File: src/rtl/fetch_stage_pkg.sv
// ---------------------------------------------------------------------------
// fetch_stage_pkg
//   Shared definitions for the RV32I instruction-fetch stage.
//   - NOP encoding presented to the decoder when no instruction is valid.
//   - Instruction alignment (bytes between consecutive fetch addresses).
//   - Fetch FSM state encoding (2 bits): IDLE / REQ / HOLD / DISCARD.
// ---------------------------------------------------------------------------
package fetch_stage_pkg;

  // addi x0, x0, 0
  localparam logic [31:0] NOP_INSTR = 32'h0000_0013;

  localparam int unsigned INSTR_ALIGN = 4;

  localparam logic [1:0] ST_IDLE_ENC    = 2'd0;
  localparam logic [1:0] ST_REQ_ENC     = 2'd1;
  localparam logic [1:0] ST_HOLD_ENC    = 2'd2;
  localparam logic [1:0] ST_DISCARD_ENC = 2'd3;

  typedef enum logic [1:0] {
    ST_IDLE    = ST_IDLE_ENC,
    ST_REQ     = ST_REQ_ENC,
    ST_HOLD    = ST_HOLD_ENC,
    ST_DISCARD = ST_DISCARD_ENC
  } fs_state_e;

endpackage

File: src/rtl/fetch_stage_buffer.sv
// ---------------------------------------------------------------------------
// fetch_buffer
//   1-entry {instr, pc} skid register used by fetch_stage to park a memory
//   response that arrives while the decoder is stalled.
// Ports
//   clk, rst         clock / async active-high reset (clears the full flag)
//   load             capture in_instr/in_pc, mark full
//   drain            entry consumed, mark empty
//   clear            flush: drop the entry (wins over load and drain)
//   in_instr, in_pc  data to capture
//   full             entry holds valid data
//   out_instr, out_pc  stored entry
// ---------------------------------------------------------------------------
module fetch_buffer #(
  parameter int PC_WIDTH = 32,
  parameter int IWIDTH   = 32
) (
  input  logic                clk,
  input  logic                rst,
  input  logic                load,
  input  logic                drain,
  input  logic                clear,
  input  logic [IWIDTH-1:0]   in_instr,
  input  logic [PC_WIDTH-1:0] in_pc,
  output logic                full,
  output logic [IWIDTH-1:0]   out_instr,
  output logic [PC_WIDTH-1:0] out_pc
);

  logic                full_q,  full_d;
  logic [IWIDTH-1:0]   instr_q, instr_d;
  logic [PC_WIDTH-1:0] pc_q,    pc_d;

  always_comb begin
    full_d  = full_q;
    instr_d = instr_q;
    pc_d    = pc_q;
    if (clear) begin
      full_d = 1'b0;
    end else if (load) begin
      full_d  = 1'b1;
      instr_d = in_instr;
      pc_d    = in_pc;
    end else if (drain) begin
      full_d = 1'b0;
    end
  end

  always_ff @(posedge clk or posedge rst) begin
    if (rst) begin
      full_q <= 1'b0;
    end else begin
      full_q <= full_d;
    end
  end

  // Payload is qualified by full_q, so it carries no reset.
  always_ff @(posedge clk) begin
    instr_q <= instr_d;
    pc_q    <= pc_d;
  end

  assign full      = full_q;
  assign out_instr = instr_q;
  assign out_pc    = pc_q;

endmodule

File: src/rtl/fetch_stage.sv
// ---------------------------------------------------------------------------
// fetch_stage
//   RV32I instruction-fetch stage feeding decoder_stage. Owns the PC, issues
//   one-outstanding req/ack reads to instruction memory and registers
//   {instr, pc, ce} for the decoder. Honours downstream stall and flush with
//   redirect; a 1-entry buffer absorbs a response landing during a stall.
//
// Parameters
//   PC_WIDTH  program-counter width
//   IWIDTH    instruction width
//   RESET_PC  first fetch address after reset (4-aligned)
//
// Ports
//   fs_clk, fs_rst      clock (rising edge), async reset (active-high)
//   fs_o_imem_addr      fetch address, stable while req is high
//   fs_o_imem_req       fetch request
//   fs_i_imem_ack       1-cycle response pulse (may coincide with req)
//   fs_i_imem_data      fetched instruction
//   fs_i_stall          downstream stall
//   fs_i_flush          redirect request
//   fs_i_flush_pc       redirect target
//   fs_o_instr, fs_o_pc instruction/pc to the decoder
//   fs_o_ce             fs_o_instr/fs_o_pc pair valid
//   fs_o_exception      misaligned redirect
//
// Build option
//   FS_MISALIGN_CHECK_EN  defined: a redirect with flush_pc[1:0]!=0 raises
//     fs_o_exception and halts fetching until the next aligned flush.
//     undefined: flush_pc[1:0] is forced to zero, fs_o_exception is 0.
// ---------------------------------------------------------------------------
module fetch_stage
  import fetch_stage_pkg::*;
#(
  parameter int                  PC_WIDTH = 32,
  parameter int                  IWIDTH   = 32,
  parameter logic [PC_WIDTH-1:0] RESET_PC = '0
) (
  input  logic                fs_clk,
  input  logic                fs_rst,
  output logic [PC_WIDTH-1:0] fs_o_imem_addr,
  output logic                fs_o_imem_req,
  input  logic                fs_i_imem_ack,
  input  logic [IWIDTH-1:0]   fs_i_imem_data,
  input  logic                fs_i_stall,
  input  logic                fs_i_flush,
  input  logic [PC_WIDTH-1:0] fs_i_flush_pc,
  output logic [IWIDTH-1:0]   fs_o_instr,
  output logic [PC_WIDTH-1:0] fs_o_pc,
  output logic                fs_o_ce,
  output logic                fs_o_exception
);

  function automatic logic [PC_WIDTH-1:0] pc_inc(input logic [PC_WIDTH-1:0] pc);
    // Modulo 2^PC_WIDTH: the top word wraps to 0 silently.
    return pc + PC_WIDTH'(INSTR_ALIGN);
  endfunction

  fs_state_e           state_q, state_d;
  logic [PC_WIDTH-1:0] pc_q,    pc_d;
  logic [PC_WIDTH-1:0] tgt_q,   tgt_d;
  logic [IWIDTH-1:0]   instr_q, instr_d;
  logic [PC_WIDTH-1:0] opc_q,   opc_d;
  logic                ce_q,    ce_d;
  logic                exc_q,   exc_d;

  logic                buf_load, buf_drain, buf_clear, buf_full;
  logic [IWIDTH-1:0]   buf_instr;
  logic [PC_WIDTH-1:0] buf_pc;

  logic [PC_WIDTH-1:0] flush_pc_eff;
  logic                flush_misalign;
  logic                req;

`ifdef FS_MISALIGN_CHECK_EN
  assign flush_pc_eff   = fs_i_flush_pc;
  assign flush_misalign = |fs_i_flush_pc[1:0];
  assign fs_o_exception = exc_q;
`else
  assign flush_pc_eff   = fs_i_flush_pc & ~PC_WIDTH'(3);
  assign flush_misalign = 1'b0;
  assign fs_o_exception = 1'b0;
`endif

  // A raised exception parks the FSM in REQ with the request gated off.
  assign req = ((state_q == ST_REQ) || (state_q == ST_DISCARD)) && !exc_q;

  fetch_buffer #(
    .PC_WIDTH (PC_WIDTH),
    .IWIDTH   (IWIDTH)
  ) u_buf (
    .clk       (fs_clk),
    .rst       (fs_rst),
    .load      (buf_load),
    .drain     (buf_drain),
    .clear     (buf_clear),
    .in_instr  (fs_i_imem_data),
    .in_pc     (pc_q),
    .full      (buf_full),
    .out_instr (buf_instr),
    .out_pc    (buf_pc)
  );

  always_comb begin
    state_d   = state_q;
    pc_d      = pc_q;
    tgt_d     = tgt_q;
    instr_d   = instr_q;
    opc_d     = opc_q;
    ce_d      = ce_q;
    exc_d     = exc_q;
    buf_load  = 1'b0;
    buf_drain = 1'b0;
    buf_clear = 1'b0;

    if (fs_i_flush) begin
      // Flush beats stall and any same-cycle response.
      ce_d      = 1'b0;
      instr_d   = IWIDTH'(NOP_INSTR);
      buf_clear = 1'b1;
      if (flush_misalign) begin
        exc_d   = 1'b1;
        state_d = ST_REQ;
      end else begin
        exc_d = 1'b0;
        if (req && !fs_i_imem_ack) begin
          // Memory cannot cancel: wait out the in-flight word, then redirect.
          tgt_d   = flush_pc_eff;
          state_d = ST_DISCARD;
        end else begin
          pc_d    = flush_pc_eff;
          state_d = ST_REQ;
        end
      end
    end else if (exc_q) begin
      ce_d = 1'b0;
    end else begin
      case (state_q)
        ST_IDLE: begin
          state_d = ST_REQ;
          if (!fs_i_stall) ce_d = 1'b0;
        end
        ST_REQ: begin
          if (fs_i_imem_ack) begin
            if (!fs_i_stall && !buf_full) begin
              instr_d = fs_i_imem_data;
              opc_d   = pc_q;
              ce_d    = 1'b1;
              pc_d    = pc_inc(pc_q);
            end else begin
              // pc advances only when the parked word is handed on.
              buf_load = 1'b1;
              state_d  = ST_HOLD;
            end
          end else if (!fs_i_stall) begin
            ce_d = 1'b0;
          end
        end
        ST_HOLD: begin
          if (!fs_i_stall) begin
            instr_d   = buf_instr;
            opc_d     = buf_pc;
            ce_d      = 1'b1;
            pc_d      = pc_inc(pc_q);
            buf_drain = 1'b1;
            state_d   = ST_REQ;
          end
        end
        ST_DISCARD: begin
          if (!fs_i_stall) ce_d = 1'b0;
          if (fs_i_imem_ack) begin
            pc_d    = tgt_q;
            state_d = ST_REQ;
          end
        end
        default: state_d = ST_IDLE;
      endcase
    end
  end

  // Fetch state / decoder output register boundary
  always_ff @(posedge fs_clk or posedge fs_rst) begin
    if (fs_rst) begin
      state_q <= ST_IDLE;
      pc_q    <= RESET_PC;
      tgt_q   <= RESET_PC;
      instr_q <= IWIDTH'(NOP_INSTR);
      opc_q   <= '0;
      ce_q    <= 1'b0;
      exc_q   <= 1'b0;
    end else begin
      state_q <= state_d;
      pc_q    <= pc_d;
      tgt_q   <= tgt_d;
      instr_q <= instr_d;
      opc_q   <= opc_d;
      ce_q    <= ce_d;
      exc_q   <= exc_d;
    end
  end

  assign fs_o_imem_addr = pc_q;
  assign fs_o_imem_req  = req;
  assign fs_o_instr     = instr_q;
  assign fs_o_pc        = opc_q;
  assign fs_o_ce        = ce_q;

endmodule

File: config.mk
export PLATFORM = sky130hd
export DESIGN_NAME = fetch_stage
export DESIGN_NICKNAME = d
export VERILOG_FILES = /design/src/rtl/fetch_stage_pkg.sv /design/src/rtl/fetch_stage_buffer.sv /design/src/rtl/fetch_stage.sv
export SDC_FILE = /design/constraint.sdc
export NUM_CORES = 1
export LEC_CHECK = 0
export ABC_AREA = 1
export CORE_MARGIN = 10
export CORE_UTILIZATION = 33
export DETAILED_ROUTE_END_ITERATION = 8
export MAX_ROUTING_LAYER = met4
export PLACE_DENSITY = 0.69
export SYNTH_ARGS = -nofsm -noshare
export SYNTH_HDL_FRONTEND = slang
export SYNTH_SLANG_ARGS = --single-unit
File: constraint.sdc
create_clock -name fs_clk -period 3.9 [get_ports fs_clk]
set_input_delay 0.585 -clock fs_clk [delete_from_list [all_inputs] [get_ports fs_clk]]
set_output_delay 0.585 -clock fs_clk [all_outputs]
set_load 0.005 [all_outputs]
* Word level (Yosys, flattened, before mapping)
Cells that the tools add are included.
** Word-level totals
- Bits in registers :: 194
- Bits of input ports :: 69
** Operators by class
- Bitwise logic cells :: 2
- Equality and inequality tests :: 13
- Multiplexer cells :: 40
- Add/sub/neg operators :: 1
- Reductions and logical operators :: 19
** Operators with widths (number)
- two-way mux 32 bit :: 13
- case mux 32 bit (2 select lines) :: 2
- case mux 32 bit (3 select lines) :: 1
- adder 32 x 3 -> 32 bit, second input constant :: 1
- two-way mux 1 bit :: 16
- two-way mux 2 bit :: 6
- inequality test 3 bit, second input constant :: 4
- case mux 2 bit (4 select lines) :: 1
- AND reduction 4 bit :: 2
- inequality test 2 bit, second input constant :: 3
- AND reduction 2 bit :: 3
- AND reduction 6 bit :: 1
- nonzero test 3 bit :: 2
- AND reduction 5 bit :: 1
- == test 2 bit, second input constant :: 2
- inequality test 4 x 3 -> 1 bit, second input constant :: 1
- nonzero test 4 bit :: 1
- zero test 1 bit :: 3
- inequality test 3 x 2 -> 1 bit, second input constant :: 1
- case mux 1 bit (3 select lines) :: 1
- == test 2 x 1 -> 1 bit, second input constant :: 1
- logical AND 1 bit :: 2
- zero test 2 bit :: 1
- inequality test 2 x 1 -> 1 bit, second input constant :: 1
- 4 further kinds :: 5

* Longest topological paths before layout
Gate-level depths: netlist (run 1).
- Depth in word-level cells :: 8
- Mapped depth :: 11

* Cells and area by module
Synthesis (run 1) repeated with hierarchy kept, for this count alone.
** Second synthesis, totals
- Cells, all modules :: 1094
- Area total of the unflattened synthesis :: 9193.8 um^2
** Modules (own cells, without submodules)
- fetch_stage :: cells an instance 1022, times used 1, area an instance 7219.4 um^2, seq. area each 3181.8 um^2
- fetch_buffer :: cells an instance 72, times used 1, area an instance 1974.4 um^2, seq. area each 1946.9 um^2

* Worst setup path before layout (run 1)
No wires, ideal clock.
- Path type :: input port to flip-flop
- Start :: input port fs_i_flush
- End :: register ce_q (netlist: fs_o_ce)
- Setup time :: 0.130 ns
- Path slack :: -0.180 ns
- Path buffers :: 0
- Data arrival time :: 3.950 ns
- Required time :: 3.770 ns
- Stages on the path :: 8
- Cells stage by stage :: inv_2 > nand2_1 > nor2_1 > inv_2 > nor2_1 > nor2_1 > nor2_1 > a21oi_1
** Between the ends
- Cells in the longest elaborated chain, start to end :: 2
- Elaborated cells between the ends (all ways) :: 4
- Classes of those cells :: 2 x eq/ne; 1 x mux; 1 x reduce/logical
** RTL lines
- start, declared :: line fetch_stage.sv:45 : input logic fs_i_flush,
- inequality test 4 x 3 -> 1 bit (no line) / inequality test 3 bit (equally long branches)
- AND reduction 2 bit (no line)
- end signal, assigned :: line fetch_stage.sv:188 : ce_q <= 1'b0;
- end signal, assigned :: line fetch_stage.sv:196 : ce_q <= ce_d;
- end, declared :: line fetch_stage.sv:63 : logic ce_q, ce_d;
Parallel ways exist; a longest one is shown, timed or not.
A chain may end at the register's enable or synchronous reset.

* Worst setup path in the final report (run 1)
- Start :: register state_q[0]
- End :: output port fs_o_imem_req
** Between the ends
- Cells in the longest elaborated chain, start to end :: 2
- Elaborated cells between the ends (all ways) :: 3
- Classes of those cells :: 2 x eq/ne; 1 x reduce/logical
** RTL lines
- start, declared :: line fetch_stage.sv:58 : fs_state_e state_q, state_d;
- start signal, assigned :: line fetch_stage.sv:191 : state_q <= state_d;
- == test 2 x 1 -> 1 bit / == test 2 bit (equally long branches) :: line fetch_stage.sv:85 : assign req = ((state_q == ST_REQ) || (state_q == ST_DISCARD)) && !exc_q;
- logical OR 1 bit * :: line fetch_stage.sv:85
- end, declared :: line fetch_stage.sv:41 : output logic fs_o_imem_req,
Every way passes the cells marked *; elsewhere a longest branch is shown, timed or not.

==> impl_metrics.prom, run 1 <==
# TYPE chip_impl_metric gauge
chip_impl_metric{name="path_max_fanout",unit=""} 23
chip_impl_metric{name="worstSkewPairLatency",unit="ns"} 0.43
chip_impl_metric{name="power.density_cell_area",unit="nW/um2"} 796
chip_impl_metric{name="coreArea",unit="um2"} 26100
chip_impl_metric{name="globalplace.congestion",unit=""} 0.853
chip_impl_metric{name="ctsResizeCount",unit=""} 0
chip_impl_metric{name="synth.cell_area",unit="um2"} 8740
chip_impl_metric{name="layout_worst_path_cycle_share",unit="%"} 70.0
chip_impl_info{name="reg2reg_from",value="state_q[0]"} 1
chip_impl_info{name="timing.critical_path.cells",value="ha_1, inv_2, nand2_1, clkdlybuf4s50_1"} 1
chip_impl_info{name="grt_setup_unrepaired",value="false"} 1
chip_impl_metric{name="gr-total-overflow",unit=""} 0
chip_impl_metric{name="worst_slew_pin_slew",unit="ns"} 1.00
chip_impl_metric{name="power.ir.vdd_worst",unit="V"} 0.000348
chip_impl_metric{name="finalNetCount",unit=""} 1234
chip_impl_metric{name="num_vias",unit=""} 7276
chip_impl_info{name="endpoint_kind",value="output pin"} 1
chip_impl_metric{name="tns",unit="ns"} 0
chip_impl_metric{name="p_seq_share",unit="%"} 38.9
chip_impl_metric{name="xor_xnor_fraction_of_synth_area",unit="%"} 0.601
chip_impl_metric{name="dp.final_hpwl",unit="um"} 16700
chip_impl_metric{name="fraction_of_layout_cells_with_a_size_suffix_above_1",unit="%"} 5.63
chip_impl_metric{name="dr_vias_cell",unit=""} 4.82
chip_impl_metric{name="global_route.usage.total",unit="%"} 14.8
chip_impl_metric{name="die_height",unit="um"} 183
chip_impl_metric{name="fmax",unit="GHz"} 0.366
chip_impl_metric{name="antenna_found_initial",unit=""} 2
chip_impl_metric{name="internal_power",unit="mW"} 5.60
chip_impl_metric{name="layout.cells.non_filler",unit=""} 1510
chip_impl_metric{name="crit_required",unit="ns"} 3.31
chip_impl_metric{name="cp_slowest_stage_delay",unit="ns"} 0.52
chip_impl_metric{name="clk_pin_slew_worst_paths",unit="ns"} 0.07
chip_impl_metric{name="clock_power_share",unit="%"} 20.7
chip_impl_metric{name="synth_compound_area_share",unit="%"} 13.7
chip_impl_info{name="mostFrequentLayoutCells",value="nand2_1 (250), nor2_1 (170), clkdlybuf4s50_1 (159)"} 1
chip_impl_metric{name="cts-htree-levels",unit=""} 4
chip_impl_metric{name="setup_viol_count_final",unit=""} 0
chip_impl_metric{name="worstSetupPathDepth",unit=""} 4
chip_impl_metric{name="maximum_number_of_pins_on_one_net_before_global_route_repair",unit=""} 127
chip_impl_metric{name="number_of_global_route_vias_before_repair",unit=""} 7122
chip_impl_info{name="run_status",value="finished clean"} 1
chip_impl_metric{name="synth.mux.area_fraction",unit="%"} 0
chip_impl_metric{name="power.static_leakage",unit="nW"} 4.70
chip_impl_metric{name="cts_buffers",unit=""} 17
chip_impl_metric{name="period_needed",unit="ns"} 2.73
chip_impl_metric{name="netSwitchingPower",unit="mW"} 3.36
chip_impl_metric{name="yosysUniqueCellTypes",unit=""} 33
chip_impl_metric{name="area_growth_syn_to_layout",unit="%"} 28.8
chip_impl_metric{name="cap_violations",unit=""} 0
chip_impl_metric{name="firstDrtPassIters",unit=""} 7
chip_impl_metric{name="clock-skew-final",unit="ns"} 0.0117
chip_impl_metric{name="synth.yosys.seq_area_share",unit="%"} 57.4
chip_impl_metric{name="final-hold-violation-count",unit=""} 0
chip_impl_metric{name="initial_core_util",unit="%"} 33.5
chip_impl_info{name="crit_family",value="buffers and inverters"} 1
chip_impl_metric{name="num_io_pins",unit=""} 168
chip_impl_metric{name="whs_path_depth",unit=""} 2
chip_impl_metric{name="max_root_sink_buffers",unit=""} 2
chip_impl_metric{name="place.detailed.instances",unit=""} 1476
chip_impl_info{name="hold_path.class",value="reg -> reg"} 1
chip_impl_metric{name="power.share.combinational",unit="%"} 40.4
chip_impl_info{name="worst_path_cell_with_the_longest_stage_delay",value="clkdlybuf4s50_1"} 1
chip_impl_metric{name="synth.yosys.warnings",unit=""} 0
chip_impl_info{name="holdCritStartpoint",value="tgt_q[31]"} 1
chip_impl_metric{name="critical_path_arrival",unit="ns"} 2.14
chip_impl_metric{name="simple_gate_area_share_of_the_yosys_netlist",unit="%"} 21.3
chip_impl_metric{name="synthesis.instances",unit=""} 1024
chip_impl_metric{name="detail-route-antenna-nets",unit=""} 0
chip_impl_metric{name="reg2reg_depth",unit=""} 10
chip_impl_metric{name="max-slew-margin-rel",unit="%"} 33.0
chip_impl_metric{name="grt_pass1_wl",unit="um"} 38800
chip_impl_info{name="worst_setup_path_startpoint",value="state_q[0]"} 1
chip_impl_info{name="clock_tree.root_cell",value="clkbuf_16"} 1
chip_impl_metric{name="finalCoreUtilization",unit="%"} 43.2
chip_impl_metric{name="drt_total_wl",unit="um"} 24200
chip_impl_metric{name="cts_hold_buf",unit=""} 0
chip_impl_metric{name="number_of_input_and_output_port_buffers_inserted",unit=""} 160
chip_impl_metric{name="synthesis.area_per_instance",unit="um2"} 8.54
chip_impl_metric{name="std_cell_rows",unit=""} 59
chip_impl_metric{name="clock_sink_count",unit=""} 188
chip_impl_metric{name="die_w",unit="um"} 183
chip_impl_info{name="layout_commonest_cell",value="nand2_1"} 1
chip_impl_metric{name="drcViolationCount",unit=""} 0
chip_impl_metric{name="post-route-worst-setup-slack",unit="ns"} 1.17
chip_impl_metric{name="post_drt_wl_per_cell",unit="um"} 16.0
chip_impl_metric{name="design.die.area",unit="um2"} 33400
chip_impl_metric{name="ys_ff_latch",unit=""} 188
chip_impl_metric{name="design_area",unit="um2"} 11300
chip_impl_metric{name="finalMaxSlewViolations",unit=""} 0
chip_impl_metric{name="switching_share",unit="%"} 37.5
chip_impl_metric{name="place_ws",unit="ns"} 1.27
chip_impl_info{name="cts_tree",value="built"} 1
chip_impl_info{name="crit_path_start_kind",value="flip-flop"} 1
chip_impl_metric{name="postCtsSetupBuffers",unit=""} 0
chip_impl_info{name="start_to_end_type_of_the_worst_setup_path",value="reg -> out"} 1
chip_impl_metric{name="detailed_place.area",unit="um2"} 10600
chip_impl_metric{name="worst-path-buf-inv",unit=""} 2
chip_impl_metric{name="first_iter_violations",unit=""} 678
chip_impl_metric{name="ff2ff_setup_slack",unit="ns"} 1.42
chip_impl_info{name="synth_top_family_by_area",value="simple AND/OR/NAND/NOR gates"} 1
chip_impl_metric{name="synth-adder-area-share",unit="%"} 0.716
==> cell families after synthesis <==
family / after synthesis
AOI/OAI and AO/OA: 223
adders and majority gates: 5
buffers and inverters: 130
DFF: 188
and+or+nand+nor: 471
other: 1
xor gates and xnor gates: 6
==> tightest hold or removal path: cells and delay by family, from the launching register on <==
family / cells / cell delay (ns)
AND/OR/NAND/NOR: 1 / 0.05
AO/OA/AOI/OAI: 1 / 0.06
flip-flops: 1 / 0.34
==> stage by stage <==
stage	hold WS, ns	total power [mW]
2_1_floorplan	0.453	5.39
3_3_place_gp	0.467	7.09
3_5_place_dp	0.473	7.20
4_1_cts	0.491	9.08
5_1_grt	0.516	9.68
6_report	0.486	8.96
==> cells in the mapped netlist, drive strengths merged <==
master	number	share of area [%]
dfstp	3	0.90
xnor2	2	0.20
o21ai	78	4.5
conb	1	0.043
o22ai	5	0.36
nand4	1	0.14
ha	5	0.72
xor2	4	0.40
clkinv	1	0.043
o211ai	3	0.26
a31oi	38	2.7
o21bai	1	0.086
dfrtp	123	35
buf	23	1.7
nand2	253	11
edfxtp	62	21
clkbuf	34	1.5
nor2	177	7.8
nand3	38	2.2
a21oi	97	5.7
inv	72	3.1
a32oi	1	0.10
and2	2	0.14
==> power groups by stage <==
stage	registers (mW)	logic [mW]	clock network (mW)
floorplan	3.36	2.03	0
global placement	3.49	3.60	0
detailed placement	3.52	3.67	0
CTS	3.49	3.69	1.90
global route	3.59	4.11	1.98
finish	3.48	3.62	1.85
==> state kept, by name, indices dropped and copies added, names as in the netlist <==
register,flops
fs_o_imem_addr,30
u_buf.out_instr,32
fs_o_ce,1
state_q,2
tgt_q,30
u_buf.full,1
u_buf.out_pc,30
fs_o_pc,30
fs_o_instr,32
==> metal layers <==
layer	wire [um]	global-route usage (%)	vias to the layer above
met1	11000	18.4	3415
met5	0	-	-
met4	529	5.50	0
met2	11500	23.4	194
met3	1240	2.97	28
li1	-	-	3639
==> final timing paths <==
kind | endpoint
worst max-delay path | fs_o_imem_req
worst min-delay path | tgt_q[31]
worst max register to register | fs_o_imem_addr[16]
worst min register to register | tgt_q[31]
max in group asynchronous | fs_o_pc[28]
min in group asynchronous | fs_o_instr[5]
==> final cells by class <==
| class | instances | area, um2 |
|---|---|---|
| fill | 2594 | 14800 |
| sequential | 188 | 5020 |
| multi-input combinational | 710 | 3200 |
| timing repair buffer | 170 | 1710 |
| clock buffer | 18 | 439 |
| tap | 335 | 419 |
| inverter | 73 | 278 |
| clock inverter | 14 | 189 |
| antenna | 2 | 5.00 |
Power figures use the tool's default switching activity.
==> run 2: changes to the inputs <==
- clock period: 3.9 -> 2.41 ns (I/O delays scaled with it)
==> run 2 against run 1 <==
Clock skew grew 0.00073 ns; critical endpoint unchanged; highest routed layer unchanged; sequential power increased by 62%; core utilization is essentially flat.
==> impl_metrics.prom, run 2 (same netlist as run 1, synthesis figures left out) <==
# TYPE chip_impl_metric gauge
chip_impl_metric{name="final-hold-violation-count",unit=""} 0
chip_impl_metric{name="tns",unit="ns"} 0
chip_impl_metric{name="grt_pass1_wl",unit="um"} 39100
chip_impl_metric{name="cts_hold_buf",unit=""} 0
chip_impl_metric{name="firstDrtPassIters",unit=""} 5
chip_impl_metric{name="std_cell_rows",unit=""} 59
chip_impl_metric{name="detail-route-antenna-nets",unit=""} 0
chip_impl_info{name="run_status",value="finished clean"} 1
chip_impl_metric{name="antenna_found_initial",unit=""} 1
chip_impl_metric{name="power.density_cell_area",unit="nW/um2"} 1260
chip_impl_metric{name="dp.final_hpwl",unit="um"} 16900
chip_impl_metric{name="global_route.usage.total",unit="%"} 14.8
chip_impl_metric{name="die_height",unit="um"} 183
chip_impl_metric{name="globalplace.congestion",unit=""} 0.847
chip_impl_metric{name="die_w",unit="um"} 183
chip_impl_metric{name="finalMaxSlewViolations",unit=""} 0
chip_impl_info{name="endpoint_kind",value="output pin"} 1
chip_impl_metric{name="dr_vias_cell",unit=""} 4.81
chip_impl_metric{name="area_growth_syn_to_layout",unit="%"} 28.8
chip_impl_metric{name="fraction_of_layout_cells_with_a_size_suffix_above_1",unit="%"} 5.85
chip_impl_metric{name="power.ir.vdd_worst",unit="V"} 0.000532
chip_impl_metric{name="drcViolationCount",unit=""} 0
chip_impl_metric{name="drt_total_wl",unit="um"} 24200
chip_impl_info{name="hold_path.class",value="in -> async"} 1
chip_impl_metric{name="cts-htree-levels",unit=""} 4
chip_impl_metric{name="gr-total-overflow",unit=""} 0
chip_impl_metric{name="worstSkewPairLatency",unit="ns"} 0.43
chip_impl_info{name="start_to_end_type_of_the_worst_setup_path",value="reg -> out"} 1
chip_impl_metric{name="path_max_fanout",unit=""} 4
chip_impl_metric{name="power.static_leakage",unit="nW"} 4.69
chip_impl_metric{name="max-slew-margin-rel",unit="%"} 61.4
chip_impl_metric{name="number_of_global_route_vias_before_repair",unit=""} 7181
chip_impl_info{name="mostFrequentLayoutCells",value="nand2_1 (250), nor2_1 (170), clkdlybuf4s50_1 (159)"} 1
chip_impl_metric{name="postCtsSetupBuffers",unit=""} 0
chip_impl_metric{name="cp_slowest_stage_delay",unit="ns"} 0.55
chip_impl_metric{name="ctsResizeCount",unit=""} 0
chip_impl_metric{name="critical_path_arrival",unit="ns"} 1.86
chip_impl_info{name="cts_tree",value="built"} 1
chip_impl_metric{name="number_of_input_and_output_port_buffers_inserted",unit=""} 160
chip_impl_metric{name="clk_pin_slew_worst_paths",unit="ns"} 0.07
chip_impl_metric{name="max_root_sink_buffers",unit=""} 2
chip_impl_info{name="grt_setup_unrepaired",value="false"} 1
chip_impl_metric{name="first_iter_violations",unit=""} 708
chip_impl_metric{name="num_io_pins",unit=""} 168
chip_impl_metric{name="finalNetCount",unit=""} 1241
chip_impl_metric{name="coreArea",unit="um2"} 26100
chip_impl_metric{name="clock-skew-final",unit="ns"} 0.0124
chip_impl_metric{name="layout_worst_path_cycle_share",unit="%"} 92.1
chip_impl_metric{name="setup_viol_count_final",unit=""} 0
chip_impl_metric{name="worst_slew_pin_slew",unit="ns"} 0.578
chip_impl_metric{name="fmax",unit="GHz"} 0.450
chip_impl_metric{name="cap_violations",unit=""} 0
chip_impl_info{name="critical_path.most_common_cell",value="inv_1"} 1
chip_impl_metric{name="period_needed",unit="ns"} 2.22
chip_impl_metric{name="clock_sink_count",unit=""} 188
chip_impl_metric{name="cts_buffers",unit=""} 17
chip_impl_metric{name="place_ws",unit="ns"} 0.372
chip_impl_metric{name="initial_core_util",unit="%"} 33.5
chip_impl_info{name="clock_tree.root_cell",value="clkbuf_16"} 1
chip_impl_info{name="crit_path_start_kind",value="flip-flop"} 1
chip_impl_metric{name="crit_required",unit="ns"} 2.05
chip_impl_metric{name="design.die.area",unit="um2"} 33400
chip_impl_metric{name="maximum_number_of_pins_on_one_net_before_global_route_repair",unit=""} 92
chip_impl_info{name="worst_path_cell_with_the_longest_stage_delay",value="clkdlybuf4s50_1"} 1
chip_impl_metric{name="num_vias",unit=""} 7294
chip_impl_metric{name="post_drt_wl_per_cell",unit="um"} 16.0
chip_impl_info{name="timing.critical_path.cells",value="inv_1, ha_1, inv_1, nand2_1, clkdlybuf4s50_1"} 1
chip_impl_metric{name="post-route-worst-setup-slack",unit="ns"} 0.190
chip_impl_info{name="layout_commonest_cell",value="nand2_1"} 1
run 2: cell count changes in the layout (fill, tap and decap cells not counted), sizes merged:
cell,before,now
bufinv,4,0
buf,11,18
diode,2,1
clkbuf,18,20
clkinvlp,2,3
inv,74,75
run 2: path summary, 6_finish.rpt:
| kind | startpoint | to | slack, ns | cells past startpoint |
|---|---|---|---|---|
| setup / recovery | state_q[1] | fs_o_imem_req | 0.19 | 5 |
| hold / removal | fs_rst | fs_o_pc[8] | 0.23 | 2 |
| setup reg to reg | state_q[0] | fs_o_imem_addr[16] | 0.45 | 10 |
| max in group asynchronous | fs_rst | fs_o_instr[0] | 1.46 | 3 |
| hold reg to reg | tgt_q[14] | tgt_q[14] | 0.49 | 2 |
| min in group fs_clk | fs_i_flush | state_q[1] | 0.43 | 4 |
run 2: per-layer routing:
metal	track usage, %	up-vias	part of all wire [%]
li1	-	3649	-
met1	18.3	3468	45
met2	23.9	164	49
met3	3.39	13	5.4
met4	3.94	0	1.0
met5	-	-	0
run 2: area by class of cell:
type                    count  area (um2)
well taps                 335         419
multi-input cells         710        3200
inverters                  73         278
flip-flops and latches    188        5020
fillers                  2512       14800
clock inverters            12        88.8
repair buffers            177        1810
clock buffers              20         437
diodes                      1        2.50
run 2: critical path, delay by kind of cell (launching register included):
family | cells | cell delay (ns)
AND/OR/NAND/NOR | 1 | 0.12
flip-flops | 1 | 0.40
adder cells (fa/ha/maj) | 1 | 0.22
buffers and inverters | 3 | 0.70
run 2: power breakdown:
group / leakage, nW / switching (mW) / internal [mW] / total, mW
registers: 2.05 / 1.08 / 4.56 / 5.64
clock network: 0.251 / 1.24 / 1.33 / 2.57
logic: 2.39 / 3.14 / 2.83 / 5.97
total: 4.69 / 5.46 / 8.72 / 14.2
run 2: per-stage QoR:
step / instances / hold slack [ns] / cell area (um2) / power, mW / util [%]
3_3_place_gp: 1483 / 0.467 / 10700 / 11.6 / 41.2
4_1_cts: 1515 / 0.212 / 11300 / 14.4 / 43.2
2_1_floorplan: 1028 / 0.453 / 8770 / 8.72 / -
5_1_grt: 1516 / 0.234 / 11300 / 15.3 / 43.2
3_5_place_dp: 1483 / 0.474 / 10700 / 11.8 / 41.2
6_report: 1516 / 0.229 / 11300 / 14.2 / 43.2
